`config.mk`:
```
export PLATFORM = sky130hd
export DESIGN_NAME = alu_dispatch
export DESIGN_NICKNAME = d
export VERILOG_FILES = /design/src/rtl/alu_pkg.sv /design/src/rtl/alu_decode.sv /design/src/rtl/alu_dispatch.sv
export SDC_FILE = /design/constraint.sdc
export NUM_CORES = 1
export LEC_CHECK = 0
export BUFFER_PORTS_ARGS = -buffer_cell sky130_fd_sc_hd__buf_4
export CORE_MARGIN = 2
export CORE_UTILIZATION = 47
export DETAILED_ROUTE_END_ITERATION = 10
export HOLD_SLACK_MARGIN = 0.05
export PLACE_DENSITY = 0.89
export SETUP_SLACK_MARGIN = 0.2
export SLEW_MARGIN = 20
export SYNTH_ARGS = -nofsm -noshare
export SYNTH_HDL_FRONTEND = slang
export SYNTH_SLANG_ARGS = --single-unit
```
`constraint.sdc`:
```
create_clock -name clk -period 2.8 [get_ports clk]
set_input_delay 0.28 -clock clk [delete_from_list [all_inputs] [get_ports clk]]
set_output_delay 0.28 -clock clk [all_outputs]
set_load 0.02 [all_outputs]
```
`src/rtl/alu_pkg.sv`:
```
// Shared ALU definitions: select encoding and RISC-V OP / OP-IMM decode constants.
package alu_pkg;

    localparam int SELECT_WIDTH = 4;

    typedef enum logic [SELECT_WIDTH-1:0] {
        ALU_ADD = 4'd0,
        ALU_SUB = 4'd1,
        ALU_MUL = 4'd2,
        ALU_AND = 4'd3,
        ALU_OR  = 4'd4,
        ALU_XOR = 4'd5,
        ALU_NOT = 4'd6,
        ALU_SLL = 4'd7,
        ALU_SRL = 4'd8
    } ALUOp;

    localparam logic [6:0] OPC_OP     = 7'b0110011;
    localparam logic [6:0] OPC_OP_IMM = 7'b0010011;

    localparam logic [2:0] F3_ADD_SUB = 3'b000;
    localparam logic [2:0] F3_SLL     = 3'b001;
    localparam logic [2:0] F3_XOR     = 3'b100;
    localparam logic [2:0] F3_SRL     = 3'b101;
    localparam logic [2:0] F3_OR      = 3'b110;
    localparam logic [2:0] F3_AND     = 3'b111;

    localparam logic [6:0] F7_BASE = 7'b0000000;
    localparam logic [6:0] F7_SUB  = 7'b0100000;
    localparam logic [6:0] F7_MUL  = 7'b0000001;

    localparam logic [11:0] IMM_ALL_ONES = 12'hFFF;

endpackage

```
`src/rtl/alu_decode.sv`:
```
// Combinational decode of one OP / OP-IMM instruction into ALU select and operands.
module alu_decode
    import alu_pkg::*;
#(
    parameter int dataWidth = 32
) (
    input  logic [31:0]          instr,
    input  logic [dataWidth-1:0] rs1Data,
    input  logic [dataWidth-1:0] rs2Data,
    output ALUOp                 op,
    output logic [dataWidth-1:0] opA,
    output logic [dataWidth-1:0] opB,
    output logic                 illegal
);

    logic [6:0]           opcode;
    logic [6:0]           funct7;
    logic [2:0]           funct3;
    logic [dataWidth-1:0] imm_sext;
    logic [dataWidth-1:0] shamt_reg;
    logic [dataWidth-1:0] shamt_imm;
    logic                 unused_rd;

    assign opcode    = instr[6:0];
    assign funct3    = instr[14:12];
    assign funct7    = instr[31:25];
    assign imm_sext  = {{(dataWidth-12){instr[31]}}, instr[31:20]};
    assign shamt_reg = {{(dataWidth-5){1'b0}}, rs2Data[4:0]};
    assign shamt_imm = {{(dataWidth-5){1'b0}}, instr[24:20]};
    assign unused_rd = ^instr[11:7];

    // Opcode/funct decode; anything not matched below stays illegal.
    always_comb begin
        op      = ALU_ADD;
        opA     = rs1Data;
        opB     = rs2Data;
        illegal = 1'b1;
        case (opcode)
            OPC_OP: begin
                case (funct3)
                    F3_ADD_SUB: begin
                        if (funct7 == F7_BASE) begin
                            op = ALU_ADD; illegal = 1'b0;
                        end else if (funct7 == F7_SUB) begin
                            op = ALU_SUB; illegal = 1'b0;
                        end else if (funct7 == F7_MUL) begin
                            op = ALU_MUL; illegal = 1'b0;
                        end else begin
                            illegal = 1'b1;
                        end
                    end
                    F3_AND: begin op = ALU_AND; illegal = 1'b0; end
                    F3_OR:  begin op = ALU_OR;  illegal = 1'b0; end
                    F3_XOR: begin op = ALU_XOR; illegal = 1'b0; end
                    F3_SLL: begin
                        if (funct7 == F7_BASE) begin
                            op = ALU_SLL; opB = shamt_reg; illegal = 1'b0;
                        end else begin
                            illegal = 1'b1;
                        end
                    end
                    F3_SRL: begin
                        if (funct7 == F7_BASE) begin
                            op = ALU_SRL; opB = shamt_reg; illegal = 1'b0;
                        end else begin
                            illegal = 1'b1;
                        end
                    end
                    default: illegal = 1'b1;
                endcase
            end
            OPC_OP_IMM: begin
                opB = imm_sext;
                case (funct3)
                    F3_ADD_SUB: begin op = ALU_ADD; illegal = 1'b0; end
                    F3_AND:     begin op = ALU_AND; illegal = 1'b0; end
                    F3_OR:      begin op = ALU_OR;  illegal = 1'b0; end
                    F3_XOR: begin
                        // XORI with all-ones immediate is bitwise NOT of rs1
                        if (instr[31:20] == IMM_ALL_ONES) begin
                            op = ALU_NOT; opB = {dataWidth{1'b0}}; illegal = 1'b0;
                        end else begin
                            op = ALU_XOR; illegal = 1'b0;
                        end
                    end
                    F3_SLL: begin
                        if (funct7 == F7_BASE) begin
                            op = ALU_SLL; opB = shamt_imm; illegal = 1'b0;
                        end else begin
                            illegal = 1'b1;
                        end
                    end
                    F3_SRL: begin
                        if (funct7 == F7_BASE) begin
                            op = ALU_SRL; opB = shamt_imm; illegal = 1'b0;
                        end else begin
                            illegal = 1'b1;
                        end
                    end
                    default: illegal = 1'b1;
                endcase
            end
            default: illegal = 1'b1;
        endcase
    end

endmodule

```
`src/rtl/alu_dispatch.sv`:
```
// ALU issue front end: accepts an instruction, drives the ALU for a fixed latency,
// captures its result and returns it with the destination register.
module alu_dispatch
    import alu_pkg::*;
#(
    parameter int dataWidth   = 32,
    parameter int selectWidth = 4,
    parameter int aluLatency  = 1
) (
    input  logic                   clk,
    input  logic                   reset,
    input  logic                   instrValid,
    output logic                   instrReady,
    input  logic [31:0]            instr,
    input  logic [dataWidth-1:0]   rs1Data,
    input  logic [dataWidth-1:0]   rs2Data,
    output logic [dataWidth-1:0]   inputA,
    output logic [dataWidth-1:0]   inputB,
    output logic [selectWidth-1:0] ALUSelect,
    input  logic [dataWidth-1:0]   dataOut,
    input  logic [dataWidth-1:0]   dataOutHigh,
    output logic                   resultValid,
    input  logic                   resultReady,
    output logic [dataWidth-1:0]   result,
    output logic [dataWidth-1:0]   resultHigh,
    output logic [4:0]             rd,
    output logic                   illegal
);

    typedef enum logic [1:0] {
        S_IDLE = 2'd0,
        S_EXEC = 2'd1,
        S_RESP = 2'd2
    } state_t;

    localparam logic [2:0] LAT_INIT = 3'(aluLatency);

    ALUOp                 dec_op;
    logic [dataWidth-1:0] dec_a;
    logic [dataWidth-1:0] dec_b;
    logic                 dec_illegal;

    state_t               state_q, state_d;
    logic [2:0]           cnt_q, cnt_d;
    logic                 instr_ready_q, instr_ready_d;
    logic                 result_valid_q, result_valid_d;
    logic                 illegal_q, illegal_d;
    logic [dataWidth-1:0] input_a_q, input_a_d;
    logic [dataWidth-1:0] input_b_q, input_b_d;
    logic [selectWidth-1:0] sel_q, sel_d;
    logic [dataWidth-1:0] result_q, result_d;
    logic [dataWidth-1:0] result_high_q, result_high_d;
    logic [4:0]           rd_q, rd_d;

    alu_decode #(.dataWidth(dataWidth)) u_decode (
        .instr   (instr),
        .rs1Data (rs1Data),
        .rs2Data (rs2Data),
        .op      (dec_op),
        .opA     (dec_a),
        .opB     (dec_b),
        .illegal (dec_illegal)
    );

    // Next-state logic for the IDLE -> EXEC -> RESP sequence.
    always_comb begin
        state_d        = state_q;
        cnt_d          = cnt_q;
        instr_ready_d  = instr_ready_q;
        result_valid_d = result_valid_q;
        illegal_d      = illegal_q;
        input_a_d      = input_a_q;
        input_b_d      = input_b_q;
        sel_d          = sel_q;
        result_d       = result_q;
        result_high_d  = result_high_q;
        rd_d           = rd_q;
        case (state_q)
            S_IDLE: begin
                instr_ready_d = 1'b1;
                if (instr_ready_q && instrValid) begin
                    instr_ready_d = 1'b0;
                    rd_d          = instr[11:7];
                    illegal_d     = dec_illegal;
                    if (dec_illegal) begin
                        // ALU inputs keep their previous values
                        result_d      = {dataWidth{1'b0}};
                        result_high_d = {dataWidth{1'b0}};
                        state_d       = S_RESP;
                    end else begin
                        input_a_d = dec_a;
                        input_b_d = dec_b;
                        sel_d     = selectWidth'(dec_op);
                        cnt_d     = LAT_INIT;
                        state_d   = S_EXEC;
                    end
                end else begin
                    state_d = S_IDLE;
                end
            end
            S_EXEC: begin
                if (cnt_q == 3'd0) begin
                    result_d       = dataOut;
                    result_high_d  = dataOutHigh;
                    result_valid_d = 1'b1;
                    state_d        = S_RESP;
                end else begin
                    cnt_d = cnt_q - 3'd1;
                end
            end
            S_RESP: begin
                // An illegal instruction arrives here with valid still low
                if (!result_valid_q) begin
                    result_valid_d = 1'b1;
                end else if (resultReady) begin
                    result_valid_d = 1'b0;
                    instr_ready_d  = 1'b1;
                    state_d        = S_IDLE;
                end else begin
                    result_valid_d = 1'b1;
                end
            end
            default: begin
                state_d        = S_IDLE;
                instr_ready_d  = 1'b0;
                result_valid_d = 1'b0;
            end
        endcase
    end

    // State and output registers with synchronous reset.
    always_ff @(posedge clk) begin
        if (reset) begin
            state_q        <= S_IDLE;
            cnt_q          <= 3'd0;
            instr_ready_q  <= 1'b0;
            result_valid_q <= 1'b0;
            illegal_q      <= 1'b0;
            input_a_q      <= {dataWidth{1'b0}};
            input_b_q      <= {dataWidth{1'b0}};
            sel_q          <= selectWidth'(ALU_ADD);
            result_q       <= {dataWidth{1'b0}};
            result_high_q  <= {dataWidth{1'b0}};
            rd_q           <= 5'd0;
        end else begin
            state_q        <= state_d;
            cnt_q          <= cnt_d;
            instr_ready_q  <= instr_ready_d;
            result_valid_q <= result_valid_d;
            illegal_q      <= illegal_d;
            input_a_q      <= input_a_d;
            input_b_q      <= input_b_d;
            sel_q          <= sel_d;
            result_q       <= result_d;
            result_high_q  <= result_high_d;
            rd_q           <= rd_d;
        end
    end

    assign instrReady  = instr_ready_q;
    assign resultValid = result_valid_q;
    assign illegal     = illegal_q;
    assign inputA      = input_a_q;
    assign inputB      = input_b_q;
    assign ALUSelect   = sel_q;
    assign result      = result_q;
    assign resultHigh  = result_high_q;
    assign rd          = rd_q;

endmodule

```
==> qor.yml, run 1 <==
slowest_delay_ns: 0.41
cts_max_path_buffers: 2
ys_seq_area_share_pct: 43.6
port_buffers: 298
std_cell_rows: 43
tritoncts: "done"
endpoint_kind: "flop"
power_per_cell_area_mw_per_mm2: 485
routed-via-count: 7194
vias_per_cell: 5.72
grt_pass1_wl_mm: 33.3
grt_pass1_vias: 6593
drt_iter0_markers: 628
die_w_um: 123
postSynthAreaPerCell_um2: 8.29
grt_usage_pct: 27.6
cp.arrival_ns: 2.69
status: "finished, final reports clean"
p_leak_uw: 0.00392
grt_antenna_before_repair: 0
finalNetCount: 1234
critPathBufInv: 2
fmax_mhz: 417
wl_per_cell_um: 17.3
ys.warnings.count: 0
synth.distinct_cells: 51
antenna_left: 0
rr_worst_depth: 8
layout_common_cells: "buf_4 (314), nand2_1 (171), dfxtp_1 (145)"
place_ws_ns: 0.452
drive_gt1_share_pct: 38.8
hpwl_mm: 15.0
wl_mm: 21.8
r2r_slack_ns: 0.40
cts_hold_buf: 0
hold_violations: 0
core_mm2: 0.0139
ys_ff_latch: 145
dr.pass1.iters: 5
min-delay-start: "dataOut[9]"
clock_skew_ns: 0.00780
crit_chain: "inv_1 -> ha_1 -> and3_1 -> and3_1 -> nand3_2 -> a21oi_1 -> buf_4 -> a21oi_1"
path_class: "flop to flop"
irDropWorstVdd_mv: 0.378
finalCriticalPeriod_ns: 2.40
fin_setup_tns_ns: 0
clk_pin_slew_ns: 0.06
netlist_area_mm2: 0.00666
timing.final.crit_share_pct: 85.6
cp_top_family: "simple AND/OR/NAND/NOR gates"
antenna_cells: 0
die-area_mm2: 0.0151
async_flop_share_pct: 0
cap_violations: 0
syn_to_final_growth_pct: 41.3
insertion_delay_ns: 0.41
h-tree-depth: 4
crit_required_ns: 3.09
cts_root_buf: "clkbuf_16"
grt-ovfl-total: 0
fillers: 1117
final-setup-viol-count: 0
setup_ws_ns: 0.403
path_max_fanout: 21
min_delay_worst_endpoint: "result[9]"
hold_path_class: "primary input to flop"
fp.dieH_um: 123
rsz0062_at_grt: "no"
clock_sinks: 145
final-max-slew-violation-count: 0
start_util_pct: 47.9
numCtsBuffers: 17
post_cts_buffers: 0
final_common_cell: "buf_4"
slowest_stage: "and3_1"
relSlewSlack_pct: 41.7
syn-instance-count: 803
io_pins: 304
hold_depth: 2
synth_ff_type: "dfxtp_1"
grt_max_degree: 82
mappedNetlistNets: 972
drcViolationCount: 0
synth_edf_count: 0
cp-start-kind: "flop"
cts-resized-gates: 0
crit-reg2reg-capture: "inputB[19]"
rr_startpoint: "state_q[1]"
worst_slew_pin_slew_ns: 0.874
place_congestion: 0.892
## per-layer routing
| metal | global-route usage, % | part of all wire (%) |
|---|---|---|
| met1 | 32.2 | 38 |
| met2 | 46.3 | 49 |
| met3 | 10.7 | 11 |
| met4 | 9.30 | 2.3 |
| met5 | 0 | 0 |
## worst reg2reg max path, cell delays in order, from the launching register on
cell     delay [ns]
dfxtp_1        0.33
inv_1          0.08
ha_1           0.16
and3_1         0.41
and3_1         0.25
nand3_2        0.39
a21oi_1        0.27
buf_4          0.28
a21oi_1        0.12
## stage by stage
stage	instances	hold WS, ns	total power (uW)	cell area [um^2]	util [%]
floorplan	803	0.416	2300	6660	-
global placement	1226	0.442	2520	8870	63.9
detailed placement	1226	0.447	2530	8870	63.9
CTS	1258	0.0777	4590	9400	67.7
global route	1258	0.0744	4740	9400	67.7
finish	1258	0.0987	4560	9400	67.7
## synth_stat cells, types with 3 or more instances
library cell	instances	area, um^2
nand2_1	171	642
dfxtp_1	145	2900
a21oi_1	130	651
nand3_1	71	355
a221o_2	54	608
clkbuf_1	40	150
o21ai_0	32	160
nor2_1	29	109
a221o_1	11	110
a221oi_1	11	96.3
buf_6	11	124
nor3_1	11	55.1
buf_1	9	33.8
inv_1	7	26.3
buf_2	6	30.0
nand4_1	6	37.5
ha_1	5	62.6
nor4_1	5	31.3
a211oi_1	4	30.0
and3_1	3	18.8
buf_8	3	45.0
## cell type report
type	count	area [um^2]	share of cell area, %
well taps	180	225	2.40
flip-flops and latches	145	2900	30.9
inverters	7	26.3	0.279
repair buffers	317	2420	25.7
multi-input cells	577	3300	35.1
clock buffers	21	450	4.79
clock inverters	11	82.6	0.878
## worst max-delay path by stage
stage | from | endpoint | slack (ns) | depth (start not counted)
after global routing | state_q[1] | inputB[21] | 0.21 | 8
after CTS | state_q[1] | ALUSelect[0] | 0.42 | 8
after floorplan | cnt_q[0] | resultHigh[25] | 0.80 | 10
after global placement | state_q[1] | ALUSelect[0] | 0.49 | 8
final | state_q[1] | inputB[19] | 0.40 | 8
after detailed placement | state_q[0] | inputB[21] | 0.45 | 8
## sequential cells by signal, summed over array words and instances (netlist names), 2 cells and up
| signal | cells |
|---|---|
| result | 32 |
| state_q | 2 |
| ALUSelect | 4 |
| inputA | 32 |
| rd | 5 |
| inputB | 32 |
| resultHigh | 32 |
| cnt_q | 3 |
## cells by family (layout without fill, tap and decap cells)
kind of cell,after synthesis,in the layout,share of synthesized area [%]
adder cells (fa/ha/maj),5,5,0.940
multiplexers,2,2,0.301
AO/OA/AOI/OAI,258,258,27.1
flip-flops,145,145,43.6
buffers and inverters,81,356,7.16
AND/OR/NAND/NOR,312,312,20.9
## report_power, final
part	internal [uW]	switching, uW	total, uW
sequential	2080	8.91	2080
combinational	203	200	404
clock	1160	912	2080
No activity file was read; power rests on OpenSTA's default activity.
==> inputs of run 2 (changes only) <==
--- a/config.mk
+++ b/config.mk
@@ -6,6 +6,7 @@
 export NUM_CORES = 1
 export LEC_CHECK = 0
 export BUFFER_PORTS_ARGS = -buffer_cell sky130_fd_sc_hd__buf_4
+export CORE_ASPECT_RATIO = 0.6
 export CORE_MARGIN = 2
 export CORE_UTILIZATION = 47
 export DETAILED_ROUTE_END_ITERATION = 10
==> qor.yml, run 2 (synthesis gave the netlist of run 1 again) <==
rr_startpoint: "state_q[0]"
timing.final.crit_share_pct: 80.5
endpoint: "inputB[23]"
wl_per_cell_um: 16.4
fmax_mhz: 444
cap_violations: 0
insertion_delay_ns: 0.41
path_max_fanout: 21
std_cell_rows: 33
finalCriticalPeriod_ns: 2.25
cts_hold_buf: 0
post-route-util_pct: 68.9
tritoncts: "done"
routed-via-count: 7126
post_cts_buffers: 0
h-tree-depth: 4
cp-startpoint: "state_q[0]"
irDropWorstVdd_mv: 0.364
place_ws_ns: 0.449
fillers: 1116
grt_usage_pct: 26.0
grt-ovfl-total: 0
place_congestion: 0.896
final_cell_area_mm2: 0.00947
drt_iter0_markers: 473
die-area_mm2: 0.0152
numCtsBuffers: 17
vias_per_cell: 5.63
hold_violations: 0
drive_gt1_share_pct: 38.6
r2r_slack_ns: 0.55
setup_ws_ns: 0.546
min-delay-start: "dataOut[8]"
syn_to_final_growth_pct: 42.3
core_mm2: 0.0137
hpwl_mm: 14.5
port_buffers: 298
dp.cells: 1234
path_class: "flop to flop"
worst_slew_pin_slew_ns: 0.802
cts-resized-gates: 0
dr.pass1.iters: 5
cts_root_buf: "clkbuf_16"
io_pins: 304
crit_required_ns: 3.07
clock_sinks: 145
start_util_pct: 48.4
antenna_cells: 0
clk_pin_slew_ns: 0.07
relSlewSlack_pct: 46.1
grt_antenna_before_repair: 0
final-max-slew-violation-count: 0
multi_input_area_mm2: 0.00330
final_cells: 1266
antenna_left: 0
grt_pass1_wl_mm: 31.8
grt_max_degree: 101
cts_max_path_buffers: 2
fp.dieH_um: 96.2
rsz0062_at_grt: "no"
final_common_cell: "buf_4"
seqCellArea_mm2: 0.00290
rr_worst_depth: 8
clock_skew_ns: 0.0112
cp-start-kind: "flop"
status: "finished, final reports clean"
power_per_cell_area_mw_per_mm2: 499
grt_pass1_vias: 6351
finalNetCount: 1230
final-setup-viol-count: 0
dpl_cell_area_mm2: 0.00889
cp.arrival_ns: 2.53
endpoint_kind: "flop"
crit-reg2reg-capture: "inputB[23]"
die_w_um: 158
drcViolationCount: 0
wl_mm: 20.8
hold_path_class: "primary input to flop"
layout_common_cells: "buf_4 (307), nand2_1 (171), dfxtp_1 (145)"
p_leak_uw: 0.00393
fin_setup_tns_ns: 0
==> run 2: worst min path at each step <==
stage / depth (start not counted) / to
floorplan: 2 / inputA[0]
global placement: 2 / ALUSelect[2]
detailed placement: 2 / inputA[17]
CTS: 2 / resultHigh[7]
global route: 2 / resultHigh[7]
finish: 2 / result[8]
==> run 2: through the flow <==
step,hold slack (ns),power (uW)
floorplan,0.416,2300
global placement,0.441,2530
CTS,0.0920,4750
detailed placement,0.447,2530
global route,0.0903,4890
finish,0.104,4730
==> run 2: critical path, stage by stage, from the launching register on <==
cell,delay (ns)
dfxtp_1,0.33
inv_1,0.09
ha_1,0.16
and3_1,0.37
and3_1,0.25
nand3_2,0.31
a21oi_1,0.23
buf_4,0.28
a21oi_1,0.11
==> run 2: area by class of cell <==
| type | instances | area share, % |
|---|---|---|
| clock buffers | 20 | 4.72 |
| inverters | 7 | 0.277 |
| clock inverters | 12 | 1.41 |
| repair buffers | 313 | 25.6 |
| multi-input cells | 577 | 34.8 |
| flip-flops and latches | 145 | 30.6 |
| well taps | 192 | 2.54 |
==> run 2: metal layers <==
layer	wire length (um)	GRT usage, %
met5	0	0
met4	286	6.06
met3	1820	8.06
met2	9840	42.2
met1	8810	33.9
==> run 2: where the power goes <==
group / total (uW) / leakage [uW] / switching [uW] / internal, uW
sequential: 2080 / 0.00117 / 8.67 / 2080
clock: 2240 / 0.000281 / 896 / 1340
combinational: 409 / 0.00248 / 201 / 208
==> inputs of run 3 (changes only) <==
==> constraint.sdc (replaced) <==
create_clock -name clk -period 2.3 [get_ports clk]
set_input_delay 0.23 -clock clk [delete_from_list [all_inputs] [get_ports clk]]
set_output_delay 0.23 -clock clk [all_outputs]
set_load 0.02 [all_outputs]
==> qor.yml, run 3 (synthesis gave the netlist of run 1 again) <==
status: "finished, final reports clean"
drcViolationCount: 0
routed-via-count: 7577
antenna_left: 0
crit-reg2reg-capture: "resultHigh[14]"
cp-startpoint: "state_q[0]"
grt_antenna_before_repair: 0
fillers: 1002
rsz0062_at_grt: "no"
critPathBufInv: 3
h-tree-depth: 4
numCtsBuffers: 17
hold_depth: 2
drt_iter0_markers: 680
internal-power_uw: 4510
p_clk_share_pct: 47.8
r2r_slack_ns: 0.30
post-route-util_pct: 73.4
tritoncts: "done"
timing.final.crit_share_pct: 87.1
port_buffers: 298
slowest_delay_ns: 0.44
swShare_pct: 24.0
path_max_fanout: 64
hpwl_mm: 14.3
cts_root_buf: "clkbuf_16"
cp-start-kind: "flop"
dr.pass1.iters: 5
grt_max_degree: 98
hold_violations: 0
p_comb_share_pct: 9.5
worst_slew_pin_slew_ns: 0.769
endpoint_kind: "flop"
cp.depth: 8
dpl_cell_area_mm2: 0.00894
die_w_um: 158
final-max-slew-violation-count: 0
power_per_cell_area_mw_per_mm2: 588
syn_to_final_growth_pct: 51.6
grt_pass1_vias: 7047
grt_pass1_wl_mm: 34.5
finalNetCount: 1285
grt-ovfl-total: 0
cap_violations: 0
slowest_stage: "a221o_2"
insertion_delay_ns: 0.41
core_mm2: 0.0137
hold_path_class: "primary input to flop"
antenna_cells: 0
crit_required_ns: 2.59
endpoint: "resultHigh[14]"
fmax_mhz: 499
rr_worst_depth: 8
relSlewSlack_pct: 48.3
cp_top_family: "buffers and inverters"
final-setup-viol-count: 0
cts_max_path_buffers: 2
path_class: "flop to flop"
final_cell_area_mm2: 0.0101
sequentialPowerShare_pct: 42.8
clock_skew_ns: 0.0120
cp.arrival_ns: 2.29
fin_setup_tns_ns: 0
clock_sinks: 145
layout_common_cells: "buf_4 (313), nand2_1 (171), dfxtp_1 (145)"
drive_gt1_share_pct: 37.8
p_sw_uw: 1420
start_util_pct: 48.4
p_leak_uw: 0.00421
rr_startpoint: "state_q[0]"
final_common_cell: "buf_4"
clk_pin_slew_ns: 0.06
fp.dieH_um: 96.2
place_congestion: 0.907
io_pins: 304
irDropWorstVdd_mv: 0.376
wl_per_cell_um: 17.2
grt_usage_pct: 28.2
crit_chain: "inv_1 -> ha_1 -> buf_4 -> nor2_4 -> nor2_1 -> and2_2 -> buf_12 -> a221o_2"
wl_mm: 22.7
vias_per_cell: 5.74
finalCriticalPeriod_ns: 2.00
std_cell_rows: 33
die-area_mm2: 0.0152
## run 3: cell type report
cell class,count,area [um^2],share of cell area [%]
inverter,7,26.3,0.260
sequential,145,2900,28.8
clock inverter,12,148,1.46
clock buffer,20,457,4.53
multi-input combinational,577,3310,32.8
tap,192,240,2.38
timing repair buffer,368,3000,29.8
## run 3: per-layer routing
metal | global-route usage (%) | vias up | routed length [um]
met4 | 10.5 | 0 | 651
met2 | 46.8 | 424 | 10600
met3 | 7.43 | 63 | 2050
li1 | - | 3537 | -
met5 | 0 | - | 0
met1 | 35.4 | 3553 | 9350
## run 3: worst min-delay path by stage
stage / slack [ns] / to / startpoint
floorplan: 0.37 / inputA[0] / rs1Data[0]
global placement: 0.44 / ALUSelect[3] / ALUSelect[3]
detailed placement: 0.45 / inputA[4] / inputA[4]
CTS: 0.05 / result[17] / dataOut[17]
global route: 0.05 / resultHigh[28] / dataOutHigh[28]
finish: 0.07 / resultHigh[15] / dataOutHigh[15]
## run 3: power by group through the flow
stage | logic, uW | registers (uW) | clock network [uW]
finish | 563 | 2540 | 2830
global route | 604 | 2540 | 2980
CTS | 548 | 2540 | 2880
detailed placement | 485 | 2590 | 0
global placement | 474 | 2590 | 0
floorplan | 194 | 2610 | 0
## run 3: through the flow
| stage | power (uW) | hold slack (ns) | std cells | setup slack [ns] |
|---|---|---|---|---|
| 2_1_floorplan | 2800 | 0.366 | 803 | 0.296 |
| 3_3_place_gp | 3070 | 0.440 | 1239 | 0.146 |
| 3_5_place_dp | 3080 | 0.448 | 1239 | 0.0889 |
| 4_1_cts | 5960 | 0.0501 | 1314 | 0.220 |
| 5_1_grt | 6120 | 0.0509 | 1321 | 0.206 |
| 6_report | 5940 | 0.0653 | 1321 | 0.296 |
## run 3: repair_timing
action,4_1_cts,5_1_grt
hold buffers,43,1
hold endpoints to repair,43,1
endpoints found under the setup margin,0,107
setup buffers,0,4
resized for setup,0,5
